$ cat src/rtl/uart_rx_fifo.sv
// Receive byte FIFO between UART receiver and register block; pushes on each rising edge of rx_byte_ready.
// Latency: rd_data registered on pop (UART_RX_FIFO_FWFT_EN gives combinational head). Backpressure: none, drops when full and sets overflow.
module uart_rx_fifo #(
    parameter int DEPTH  = 16,
    parameter int ADDR_W = 4
) (
    input  logic              clk,
    input  logic              rst,
    input  logic [7:0]        rx_byte,
    input  logic              rx_byte_ready,
    input  logic              pop,
    output logic [7:0]        rd_data,
    output logic              empty,
    output logic              full,
    output logic [ADDR_W:0]   count,
    output logic              overflow,
    input  logic              clr_overflow
);

    localparam logic [ADDR_W:0] FULL_CNT = (ADDR_W+1)'(DEPTH);

    logic [7:0]        mem [DEPTH];
    logic [ADDR_W-1:0] wr_ptr;
    logic [ADDR_W-1:0] rd_ptr;
    logic              rdy_q;
    logic              push;
    logic              do_push;
    logic              do_pop;
    logic              drop;
    logic [ADDR_W:0]   count_nxt;

    // A pop in the same cycle frees the slot, so a push at full is still accepted.
    assign push    = rx_byte_ready & ~rdy_q;
    assign do_pop  = pop & ~empty;
    assign do_push = push & (~full | do_pop);
    assign drop    = push & full & ~do_pop;

    always_comb begin
        count_nxt = count;
        if (do_push && !do_pop)
            count_nxt = count + (ADDR_W+1)'(1);
        else if (do_pop && !do_push)
            count_nxt = count - (ADDR_W+1)'(1);
    end

    always_ff @(posedge clk or posedge rst) begin
        if (rst) begin
            wr_ptr   <= '0;
            rd_ptr   <= '0;
            count    <= '0;
            empty    <= 1'b1;
            full     <= 1'b0;
            overflow <= 1'b0;
            rdy_q    <= 1'b1;
        end else begin
            rdy_q <= rx_byte_ready;
            if (do_push)
                wr_ptr <= wr_ptr + ADDR_W'(1);
            if (do_pop)
                rd_ptr <= rd_ptr + ADDR_W'(1);
            count <= count_nxt;
            empty <= (count_nxt == '0);
            full  <= (count_nxt == FULL_CNT);
            if (drop)
                overflow <= 1'b1;
            else if (clr_overflow)
                overflow <= 1'b0;
        end
    end

    always_ff @(posedge clk) begin
        if (do_push)
            mem[wr_ptr] <= rx_byte;
    end

`ifdef UART_RX_FIFO_FWFT_EN
    assign rd_data = empty ? 8'h00 : mem[rd_ptr];
`else
    always_ff @(posedge clk or posedge rst) begin
        if (rst)
            rd_data <= 8'h00;
        else if (do_pop)
            rd_data <= mem[rd_ptr];
    end
`endif

endmodule

$ cat config.mk
export PLATFORM = sky130hd
export DESIGN_NAME = uart_rx_fifo
export DESIGN_NICKNAME = d
export VERILOG_FILES = /design/src/rtl/uart_rx_fifo.sv
export SDC_FILE = /design/constraint.sdc
export NUM_CORES = 1
export LEC_CHECK = 0
export BUFFER_PORTS_ARGS = -buffer_cell sky130_fd_sc_hd__buf_2
export CORE_MARGIN = 3
export CORE_UTILIZATION = 60
export CTS_CLUSTER_DIAMETER = 120
export DETAILED_ROUTE_END_ITERATION = 12
export MAX_ROUTING_LAYER = met4
export PLACE_DENSITY = 0.89
export SLEW_MARGIN = 20
export SYNTH_ARGS = -nofsm -noshare
export SYNTH_HDL_FRONTEND = slang
export SYNTH_SLANG_ARGS = --single-unit
$ cat constraint.sdc
create_clock -name clk -period 2.65 [get_ports clk]
set_clock_uncertainty 0.2 [all_clocks]
set_input_delay 0.1325 -clock clk [delete_from_list [all_inputs] [get_ports clk]]
set_output_delay 0.1325 -clock clk [all_outputs]
set_load 0.05 [all_outputs]
==> results of run 1 <==
==> cell families (layout without fill, tap and decap cells) <==
logic type,Yosys count,in the layout,share of synthesized area [%]
DFF,153,153,71.6
and+or+nand+nor,82,82,8.09
muxes,65,65,10.4
AOI/OAI and AO/OA,41,41,4.81
buffers and inverters,26,83,2.12
xor gates and xnor gates,10,10,1.52
adders and majority gates,7,7,1.40
==> placed cells by master, fill, tap and decap left out, drive strengths merged, types with 2 or more instances in the layout <==
cell type / n
o21ai: 3
clkinv: 10
nor4b: 2
and4: 5
dfrtp: 23
dfstp: 2
nand4: 9
and2: 13
nor2b: 3
nor2: 8
clkinvlp: 4
a21oi: 2
buf: 33
ha: 7
nand2: 15
dlygate4sd3: 12
nand3: 18
clkbuf: 17
xnor2: 10
nor4: 2
edfxtp: 128
nor3: 2
a22oi: 33
mux2i: 64
inv: 6
==> final timing paths <==
check	slack, ps	end	depth (start not counted)
worst max register to register	320	mem[2][7]	4
min in group clk	130	rdy_q	2
worst min-delay path	50	count[0]	3
max in group asynchronous	1700	rd_ptr[0]	3
worst max-delay path	320	mem[2][7]	4
worst min register to register	280	rd_data[7]	2
==> timing repair <==
item                                   in CTS  in global routing
setup endpoints to repair                   0                  0
hold buffers                               12                  0
endpoints found under the hold margin     166                  0
==> metal layers <==
layer	GRT usage (%)	up-vias	wire [µm]
li1	-	1573	-
met1	33.5	1764	5080
met2	39.8	229	6670
met3	8.78	45	1410
met4	9.92	0	405
met5	-	-	0
==> power by group through the flow <==
| stage | Combinational, mW | Clock [mW] | Sequential [mW] |
|---|---|---|---|
| after global placement | 2.22 | 0 | 3.23 |
| after detailed placement | 2.28 | 0 | 3.25 |
| after floorplan | 1.48 | 0 | 3.48 |
| after CTS | 2.34 | 2.20 | 3.21 |
| final | 2.38 | 2.18 | 3.22 |
| after global routing | 2.51 | 2.33 | 3.26 |
==> per-stage QoR <==
stage                     cells  setup slack, ps  cell area [µm²]  hold slack (ps)
after detailed placement    530              320             6490             79.7
final                       574              323             7160             47.4
after CTS                   574              314             7160             81.7
after global routing        574              221             7160              102
after floorplan             384              530             6240            -63.0
after global placement      530              380             6490             74.2
==> cell type report <==
class | count | area [µm²]
inverter | 6 | 22.5
multi-input combinational | 205 | 1650
clock buffer | 17 | 414
timing repair buffer | 45 | 310
sequential | 153 | 4480
tap | 133 | 166
fill | 588 | 2790
clock inverter | 15 | 130
==> synthesized netlist by cell type (all sizes together) <==
cell	number	area share, %
mux2	1	0.18
o21ai	3	0.24
nand4	9	0.90
buf	14	1.4
a32oi	1	0.14
dfstp	2	0.84
nand2b	1	0.22
and4	5	0.70
nor2b	3	0.42
a21oi	2	0.16
and2b	1	0.14
or2b	1	0.18
nand2	15	0.90
a22oi	33	4.0
mux2i	64	10
and2	13	1.3
a31oi	1	0.10
o31ai	1	0.12
nor2	8	0.60
xnor2	10	1.5
ha	7	1.4
nor3	2	0.24
nor4	2	0.30
inv	6	0.36
nand3	18	1.4
edfxtp	128	62
nor4b	2	0.48
and3b	1	0.14
clkbuf	6	0.36
dfrtp	23	9.2
nor3b	1	0.12
==> worst reg2reg max path, stage by stage, from the launching register on <==
cell	delay, ps
dfstp_2	380
or2b_4	250
a21oi_1	270
nor3b_1	480
and2_1	410
==> registers in the layout, summed over array words and instances (netlist names) <==
| name | flops |
|---|---|
| full | 1 |
| mem | 128 |
| rd_ptr | 4 |
| rdy_q | 1 |
| overflow | 1 |
| wr_ptr | 4 |
| count | 5 |
| empty | 1 |
| rd_data | 8 |
==> results.py, run 1 <==
metrics = {
    "clock_tree": {
        "cts_max_path_buffers": 2,
        "cts_buffers": 17,
        "cts_num_sinks": 153,
        "post_cts_resized": 0,
        "path_clk_slew_ps": 60,
        "h-tree-depth": 4,
        "cts_tree": "yes",
        "clk_latency_ps": 540,
        "cts_setup_buffers": 0,
        "root_buffer": "clkbuf_8",
    },
    "floorplanning": {
        "die_height_um": 108,
        "initial_utilization_pct": 62.7,
        "ios": 29,
        "core_um2": 9950,
        "die_x_um": 108,
        "fp-row-count": 36,
        "die_area_um2": 11700,
    },
    "pwr": {
        "p_seq_share_pct": 41.4,
        "power_frac_clock_pct": 28.0,
        "p_sw_share_pct": 35.9,
        "p_int_mw": 4.98,
        "leakage_nw": 2.66,
        "power_frac_comb_pct": 30.6,
        "ir_worst_vdd_uv": 899,
        "p_sw_mw": 2.80,
        "power_mw": 7.78,
        "powerDensity_nw_per_um2": 1090,
    },
    "critical_path": {
        "setup.worst_path.start": "empty",
        "required_ps": 2660,
        "startpoint_type": "flip-flop",
        "cp-end-kind": "flip-flop",
        "crit_arrival_ps": 2340,
        "path_delay_family": "simple AND/OR/NAND/NOR gates",
        "crit_path_max_fanout": 8,
        "reg2reg_from": "empty",
        "crit_path_top_delay_cell": "nor3b_1",
        "path_cells": "or2b_4, a21oi_1, nor3b_1, and2_1",
        "crit_buf_inv": 0,
        "critPathMaxStageDelay_ps": 480,
        "worstSetupPathType": "flip-flop to flip-flop",
    },
    "drt": {
        "wire_per_inst_um": 23.6,
        "route.detailed.drc": 0,
        "via_per_inst": 6.29,
        "finalWirelength_um": 13600,
        "drt_iter0_drc": 480,
        "drtPass1Iterations": 5,
        "vias": 3611,
        "ant_nets": 0,
    },
    "grt": {
        "grt_overflow": 0,
        "antenna_found_initial": 0,
        "grt_start_max_net_pins": 34,
        "grt_usage_pct": 26.3,
        "grt_first_pass_wirelength_um": 20900,
        "first_global_vias": 3649,
    },
    "layout": {
        "syn_to_final_growth_pct": 14.7,
        "finalNetCount": 448,
        "drive_above_1_share_pct": 17.9,
        "diodes": 0,
        "post-route-util_pct": 72.0,
    },
    "placed_design": {
        "place_congestion": 0.935,
        "dp_hpwl_um": 8440,
        "io_buffers": 28,
    },
    "sta": {
        "fmax_ghz": 0.430,
        "fin_crit_sh_pct": 87.8,
        "worstMarginPinSlew_ps": 954,
        "relSlewSlack_pct": 36.0,
        "min_period_ps": 2330,
        "rsz0062_at_grt": "no",
        "maxSlewViolCount": 0,
        "finalHoldViolCount": 0,
        "tns_ps": 0,
        "finalSetupViolCount": 0,
    },
    "synth": {
        "syn_avg_cell_area_um2": 16.3,
        "synth.net_count": 404,
        "syn-cell-area_um2": 6240,
        "ys_ff_latch": 153,
        "yosysUniqueCellTypes": 40,
        "seq_area_frac_synth_pct": 71.6,
        "syn_inst": 384,
        "yosys_warnings": 0,
    },
    "worst_hold_path": {
        "min_path_type": "input port to asynchronous set/reset pin",
    },
    "flow_run": {
        "max_cap_violations": 0,
    },
    "status": {
        "status": "finished, final reports clean",
    },
}
Note: power is estimated with default switching activity, not from simulation.
==> run 2: changes to the inputs <==
CTS_BUF_LIST = sky130_fd_sc_hd__clkbuf_16   (was unset)
clock period = 2.63 ns   (was 2.65 ns; I/O delays follow)
==> results.py, run 2 (same netlist as run 1, synthesis figures left out) <==
metrics = {
    "critical_path": {
        "crit_path_max_fanout": 8,
        "required_ps": 2510,
        "cp-end-kind": "flip-flop",
        "reg2reg_from": "empty",
        "crit_arrival_ps": 2260,
        "worstSetupPathType": "input port to flip-flop",
        "r2r_setup_slack_ps": 250,
        "worstReg2RegEnd": "mem[7][4]",
        "startpoint_type": "input port",
        "rr_worst_depth": 6,
    },
    "clock_tree": {
        "cts_setup_buffers": 0,
        "cts_num_sinks": 153,
        "clk_latency_ps": 420,
        "h-tree-depth": 4,
        "path_clk_slew_ps": 60,
        "cts_tree": "yes",
        "cts_buffers": 17,
        "cts_max_path_buffers": 2,
        "root_buffer": "clkbuf_16",
    },
    "layout": {
        "diodes": 0,
        "largest_reg_flops": 128,
        "final_common_cell": "edfxtp_1",
        "final_cell_mix": "edfxtp_1, mux2i_1, a22oi_1, buf_2, dfrtp_1",
        "finalNetCount": 448,
        "biggestRegsByFlops": "mem x128, rd_data x8, count x5",
        "syn_to_final_growth_pct": 16.2,
        "drive_above_1_share_pct": 17.9,
        "regMostFlops": "mem",
    },
    "grt": {
        "grt_usage_pct": 26.7,
        "grt_first_pass_wirelength_um": 21400,
        "globalRouteMet3Util_pct": 9.31,
        "antenna_found_initial": 0,
        "use_met1_pct": 34.5,
        "grt_start_max_net_pins": 28,
        "first_global_vias": 3661,
        "grt_overflow": 0,
        "use_met2_pct": 40.1,
        "top_usage_layer": "met2",
    },
    "floorplanning": {
        "die_x_um": 108,
        "ios": 29,
        "die_area_um2": 11700,
        "die_height_um": 108,
        "initial_utilization_pct": 62.7,
        "core_um2": 9950,
        "fp-row-count": 36,
    },
    "drt": {
        "drt_iter0_drc": 416,
        "wire_per_inst_um": 24.5,
        "drtPass1Iterations": 6,
        "via_per_inst": 6.37,
        "route.detailed.drc": 0,
        "vias": 3659,
        "ant_nets": 0,
        "finalWirelength_um": 14100,
    },
    "sta": {
        "fin_crit_sh_pct": 90.7,
        "fmax_ghz": 0.419,
        "maxSlewViolCount": 0,
        "worstMarginPinSlew_ps": 1160,
        "relSlewSlack_pct": 22.4,
        "finalSetupViolCount": 0,
        "min_period_ps": 2390,
        "rsz0062_at_grt": "no",
        "tns_ps": 0,
        "finalHoldViolCount": 0,
    },
    "pwr": {
        "power_mw": 8.18,
        "ir_worst_vdd_uv": 712,
        "p_sw_mw": 2.83,
        "powerDensity_nw_per_um2": 1130,
        "power_frac_clock_pct": 30.2,
        "p_sw_share_pct": 34.6,
        "power_frac_comb_pct": 29.7,
        "p_seq_share_pct": 40.1,
        "p_int_mw": 5.35,
        "leakage_nw": 2.72,
    },
    "flow_run": {
        "max_cap_violations": 0,
    },
    "placed_design": {
        "dp_hpwl_um": 8510,
        "place_congestion": 0.829,
        "io_buffers": 28,
    },
    "worst_hold_path": {
        "min_path_type": "input port to asynchronous set/reset pin",
    },
    "status": {
        "status": "finished, final reports clean",
    },
}
-- run 2: power groups by stage --
stage	Combinational, mW	Clock [mW]	Sequential [mW]
6_report	2.43	2.47	3.28
5_1_grt	2.57	2.61	3.30
4_1_cts	2.38	2.49	3.26
3_5_place_dp	2.33	0	3.29
3_3_place_gp	2.25	0	3.26
2_1_floorplan	1.49	0	3.51
-- run 2: worst max path at each step --
stage                end  cells past startpoint   from
2_1_floorplan  mem[7][0]                      6  empty
3_3_place_gp   mem[1][0]                      4  empty
3_5_place_dp   mem[0][4]                      4  empty
4_1_cts        mem[7][0]                      6  empty
5_1_grt        mem[7][4]                      6  empty
6_report       mem[7][4]                      8    pop
-- run 2: through the flow --
stage | worst slack (ps) | cells | area (µm²) | util, % | hold WS, ps
global placement | 193 | 530 | 6510 | 65.4 | 74.6
floorplan | 510 | 384 | 6240 | - | -64.0
finish | 244 | 574 | 7260 | 72.9 | 143
CTS | 148 | 574 | 7250 | 72.9 | 192
detailed placement | 125 | 530 | 6510 | 65.4 | 76.1
global route | 96.3 | 574 | 7260 | 72.9 | 184
-- run 2: layout make-up --
type                       count  area [µm²]
clock inverter                12         120
timing repair buffer          45         323
fill                         536        2700
multi-input combinational    205        1650
tap                          133         166
inverter                       6        22.5
sequential                   153        4480
clock buffer                  20         500
-- run 2: routing by layer --
metal  up-vias  wire length (µm)
met4         0               426
met1      1778              5550
met5         -                 0
met2       261              6680
li1       1579                 -
met3        41              1400
-- run 2: what timing repair did --
item / in CTS / in global routing
endpoints found under the setup margin: 16 / 32
resized for setup: 1 / 1
pin swaps: 0 / 0
hold buffers: 12 / 0
hold endpoints to repair: 154 / 0
-- run 2: worst max-delay path, cell delays in order --
cell and delay [ps]:
dlygate4sd3_1 550, buf_2 120, or2b_4 280, a21oi_2 280, buf_4 220, nand2_1 60
nor2_1 230, and2_1 380
